===== config.mk =====
export PLATFORM = sky130hd
export DESIGN_NAME = serial_add_ctrl
export DESIGN_NICKNAME = d
export VERILOG_FILES = /design/src/rtl/serial_add_ctrl_pkg.sv /design/src/rtl/serial_add_ctrl_fa_cell.sv /design/src/rtl/serial_add_ctrl.sv
export SDC_FILE = /design/constraint.sdc
export NUM_CORES = 1
export LEC_CHECK = 0
export CORE_MARGIN = 2
export CORE_UTILIZATION = 50
export CTS_CLUSTER_SIZE = 25
export DETAILED_ROUTE_END_ITERATION = 10
export MAX_ROUTING_LAYER = met4
export PLACE_DENSITY = 0.83
export SYNTH_ARGS = -nofsm -noshare
export SYNTH_HDL_FRONTEND = slang
export SYNTH_SLANG_ARGS = --single-unit

===== constraint.sdc =====
create_clock -name clk -period 1.7 [get_ports clk]
set_input_delay 0.51 -clock clk [delete_from_list [all_inputs] [get_ports clk]]
set_output_delay 0.51 -clock clk [all_outputs]
set_load 0.03 [all_outputs]

===== src/rtl/serial_add_ctrl_pkg.sv =====
// Shared types for the bit-serial adder sequencer.
package serial_add_ctrl_pkg;

   typedef enum logic [1:0] {
      ST_IDLE  = 2'd0,
      ST_SHIFT = 2'd1,
      ST_DONE  = 2'd2
   } state_e;

endpackage


===== src/rtl/serial_add_ctrl_fa_cell.sv =====
// Single full-adder cell reused every cycle by the serial adder,
// composed of two half adders with their carries ORed together.

module half_adder (
   output logic s,
   output logic co,
   input  logic x,
   input  logic y
);
   assign s  = x ^ y;
   assign co = x & y;
endmodule

module serial_fa_cell (
   output logic s,
   output logic co,
   input  logic x,
   input  logic y,
   input  logic ci
);
   logic p;
   logic g0;
   logic g1;

   half_adder u_ha0 (
      .s  (p),
      .co (g0),
      .x  (x),
      .y  (y)
   );

   half_adder u_ha1 (
      .s  (s),
      .co (g1),
      .x  (p),
      .y  (ci)
   );

   assign co = g0 | g1;
endmodule


===== src/rtl/serial_add_ctrl.sv =====
// Bit-serial adder sequencer: one full-adder cell reused over WIDTH
// cycles, operands in LSB-first, carry kept in a flop between bits.
module serial_add_ctrl
   import serial_add_ctrl_pkg::*;
#(
   parameter int unsigned WIDTH = 8
) (
   input  logic             clk,
   input  logic             rst,
   input  logic             in_valid,
   output logic             in_ready,
   input  logic [WIDTH-1:0] a,
   input  logic [WIDTH-1:0] b,
   input  logic             cin,
   output logic             out_valid,
   input  logic             out_ready,
   output logic [WIDTH-1:0] sum,
   output logic             cout
);

   localparam int unsigned      CNT_W = $clog2(WIDTH);
   localparam logic [CNT_W-1:0] LAST  = CNT_W'(WIDTH - 1);

   state_e           state_q, state_d;
   logic [WIDTH-1:0] a_sr_q, a_sr_d;
   logic [WIDTH-1:0] b_sr_q, b_sr_d;
   logic [WIDTH-1:0] res_q, res_d;
   logic [CNT_W-1:0] cnt_q, cnt_d;
   logic             carry_q, carry_d;
   logic             cout_q, cout_d;
   logic             fa_s;
   logic             fa_c;

   serial_fa_cell u_cell (
      .s  (fa_s),
      .co (fa_c),
      .x  (a_sr_q[0]),
      .y  (b_sr_q[0]),
      .ci (carry_q)
   );

   // State, datapath and counter registers.
   always_ff @(posedge clk or posedge rst) begin
      if (rst) begin
         state_q <= ST_IDLE;
         a_sr_q  <= '0;
         b_sr_q  <= '0;
         res_q   <= '0;
         cnt_q   <= '0;
         carry_q <= 1'b0;
         cout_q  <= 1'b0;
      end else begin
         state_q <= state_d;
         a_sr_q  <= a_sr_d;
         b_sr_q  <= b_sr_d;
         res_q   <= res_d;
         cnt_q   <= cnt_d;
         carry_q <= carry_d;
         cout_q  <= cout_d;
      end
   end

   // Next-state and datapath update; each SHIFT edge consumes one bit.
   always_comb begin
      state_d = state_q;
      a_sr_d  = a_sr_q;
      b_sr_d  = b_sr_q;
      res_d   = res_q;
      cnt_d   = cnt_q;
      carry_d = carry_q;
      cout_d  = cout_q;
      case (state_q)
         ST_IDLE: begin
            if (in_valid) begin
               a_sr_d  = a;
               b_sr_d  = b;
               carry_d = cin;
               cnt_d   = '0;
               state_d = ST_SHIFT;
            end
         end
         ST_SHIFT: begin
            // Sum bits enter at the MSB so after WIDTH shifts bit 0 is the first sum bit.
            res_d   = {fa_s, res_q[WIDTH-1:1]};
            a_sr_d  = {1'b0, a_sr_q[WIDTH-1:1]};
            b_sr_d  = {1'b0, b_sr_q[WIDTH-1:1]};
            carry_d = fa_c;
            cnt_d   = cnt_q + CNT_W'(1);
            if (cnt_q == LAST) begin
               cout_d  = fa_c;
               state_d = ST_DONE;
            end
         end
         ST_DONE: begin
            if (out_ready) begin
               state_d = ST_IDLE;
            end
         end
         default: begin
            state_d = ST_IDLE;
         end
      endcase
   end

   assign in_ready  = (state_q == ST_IDLE);
   assign out_valid = (state_q == ST_DONE);
   assign sum       = res_q;
   assign cout      = cout_q;

endmodule


==> metrics.txt <==
Critical R2R Launch state_q[1]$_DFFE_PP0P_; setup total negative slack 0 ps; Via-to-Cell Ratio 5.62; Reg power frac 37.4%; reg2reg path depth 4; Synth top area share 52.0%; P&R area growth vs syn 33.1%; final count of hold timing violations 0; sw frac 36.8%; post-route clock period utilization 96.8%; Final Max Slew Viols 0; initial antenna violation count 0; CTS H-tree depth 2; CTS Buf Count 5; Cells after Synth 132; vias in the first global route 1170; Max-cap violations 0; CP Max Fanout 8; Core Area 2810 sq um; crit path kind reg2out; remaining global-route overflow 0; syn avg cell area 11.3 sq um; CP Launch Type flip-flop; ant diodes 0; Vias 1158; Mapped Nets 156; clock power share 16.8%; post-synth cell types 24; Post-Route WL 3030 microns; post-synthesis mux area share 7.54%; maximum VDD drop 0.000874 V; final worst slack 53.7 ps; Synth top cells by count 31 x dfrtp_1, 19 x inv_1, 12 x nor4b_1; drt drc 1; Min-Delay Path Class reg2reg; Synth Area in Adders 3.02%; Worst R2R End b_sr_q[0]$_DFFE_PP0P_; Post-Synthesis Cell Area 1490 sq um; largest net degree at the start of global routing 32; area of the multi-input gates 598 sq um; clk buf depth 2; FMAX 0.607 GHz; Site Rows 19; DPL Wire Length 2230 microns; Post-synth EDFFs 0; CTS tree yes; #FFs+latches synth 31; post-place setup slack -63.8 ps; CTS Root Cell clkbuf_4; Reg area 778 sq um; r2r setup slk 240 ps; Ys Warns 0; clk slew on worst S/H paths 100 ps; critical path data required time 1190 ps; Tmin final 1650 ps; share of cells above drive strength 1 24.0%; Setup crit end kind output port; ys flop type dfrtp_1; Relative slew margins 73.9%; Buffers on Ports 31; P_int 2.24 mW; measured slew at the worst slew-check pin 391 ps; Final Skew 10.2 ps; Area contributors post-synth dfrtp_1 52%, mux2_2 7.5%, nor4b_1 7.0%, inv_1 4.8%, a221oi_1 4.1%; IO Pins 32; most frequent cell after synthesis dfrtp_1; status finished, violations left; Yosys top cell by area dfrtp_1; wire length per cell 14.7 microns; Fillers 223; Initial Utilization 53.2%; Comb pwr share 45.9%; die area 3440 sq um; failing checks design-rule violations; simple-gate area share of the yosys netlist 16.1%; largest family of logic cells by synthesized area simple AND/OR/NAND/NOR gates; Compound-Gate Fraction of Synth Area 12.4%; Sw Pwr 1.31 mW; Global Route Usage Sum 20.5%; RePlAce Congestion 0.887; Min-Delay Path Depth 1; Critical path origin state_q[1]$_DFFE_PP0P_; DR iter-0 viols 18; Clock Latency Late Sink 330 ps; Pre-antenna DRT Iters 7; Die X 58.6 microns; final setup fails 0; Worst Path Arrival 1140 ps; nets 198; clk sinks 31; ys async rst share 100%; RSZ-0062 raised after global routing false; DIE HEIGHT 58.6 microns; antenna viol nets, final 0; xor and xnor area share after synthesis 0%; Pleak 0.885 nW; first-pass GRT wire length 5040 microns; P per Cell Area 1790 nW/um^2; Seq/Total Area, Yosys 52.0%; crit path to in_ready
-- power groups by stage --
stage / sequential, mW / combinational (mW) / clock [mW]
after floorplan: 1.49 / 0.954 / 0
after global placement: 1.31 / 1.60 / 0
after detailed placement: 1.34 / 1.68 / 0
after CTS: 1.33 / 1.61 / 0.605
after global routing: 1.38 / 1.79 / 0.641
final: 1.33 / 1.63 / 0.594
-- state kept, by name, summed over array words and instances (netlist names) --
| register | cells |
|---|---|
| sum | 8 |
| cout | 1 |
| b_sr_q | 8 |
| cnt_q | 3 |
| a_sr_q | 8 |
| carry_q | 1 |
| state_q | 2 |
-- how the worst min path moves through the flow --
stage	start	endpoint	slack [ps]
final	cnt_q[2]$_DFFE_PP0P_	cnt_q[2]$_DFFE_PP0P_	520
after global routing	cnt_q[2]$_DFFE_PP0P_	cnt_q[2]$_DFFE_PP0P_	530
after CTS	b_sr_q[7]$_DFFE_PP0P_	b_sr_q[7]$_DFFE_PP0P_	510
after detailed placement	b_sr_q[7]$_DFFE_PP0P_	b_sr_q[7]$_DFFE_PP0P_	490
after global placement	b_sr_q[7]$_DFFE_PP0P_	b_sr_q[7]$_DFFE_PP0P_	470
after floorplan	a_sr_q[7]$_DFFE_PP0P_	a_sr_q[7]$_DFFE_PP0P_	460
-- cell families after synthesis --
logic type | Yosys count
AOI/OAI and AO/OA | 22
buffers and inverters | 30
DFF | 31
adders and majority gates | 3
and+or+nand+nor | 36
muxes | 10
-- worst max-delay path: stages (launching register included) --
cell and delay (ps):
dfrtp_2 500, nor2_4 160, buf_6 140
-- cells in the final DEF (no fill, tap or decap), types with 2 or more instances in the layout --
cell type,instances
inv_1,18
a222oi_1,3
clkdlybuf4s50_1,20
nand2_1,2
mux2_2,10
o221ai_1,2
nor4b_1,12
a211oi_1,5
nor3b_1,5
buf_6,2
buf_4,15
nor2_1,7
nand3b_1,3
dfrtp_2,2
dlygate4sd2_1,9
nor2b_1,4
a221oi_1,7
dfrtp_1,29
a22o_1,2
ha_1,2
clkbuf_4,5
-- per-layer routing --
layer	up-vias	global-route usage [%]	part of all wire (%)
li1	552	-	-
met1	564	21.1	41
met2	38	36.3	53
met3	4	6.81	4.9
met4	0	7.47	0.86
met5	-	-	0
-- metrics by stage --
step | util [%] | instance area (sq um) | hold slack [ps] | instances | total power [mW]
3_3_place_gp | 66.7 | 1870 | 474 | 196 | 2.91
4_1_cts | 69.5 | 1950 | 513 | 204 | 3.54
3_5_place_dp | 66.7 | 1870 | 490 | 196 | 3.02
6_report | 70.8 | 1990 | 517 | 206 | 3.55
5_1_grt | 70.8 | 1990 | 532 | 206 | 3.80
2_1_floorplan | - | 1490 | 459 | 132 | 2.45
-- what timing repair did --
item,CTS,global route
buffers inserted,0,2
hold buffers,0,0
resized for setup,11,6
setup endpoints to repair,11,2
-- cell type report --
| cell class | instances | area share [%] |
|---|---|---|
| repair buffers | 46 | 20.8 |
| well taps | 31 | 1.95 |
| clock buffers | 6 | 2.58 |
| flip-flops and latches | 31 | 39.2 |
| inverters | 19 | 3.59 |
| multi-input cells | 71 | 30.1 |
| clock inverters | 2 | 1.76 |
Note: power is estimated with default switching activity, not from simulation.
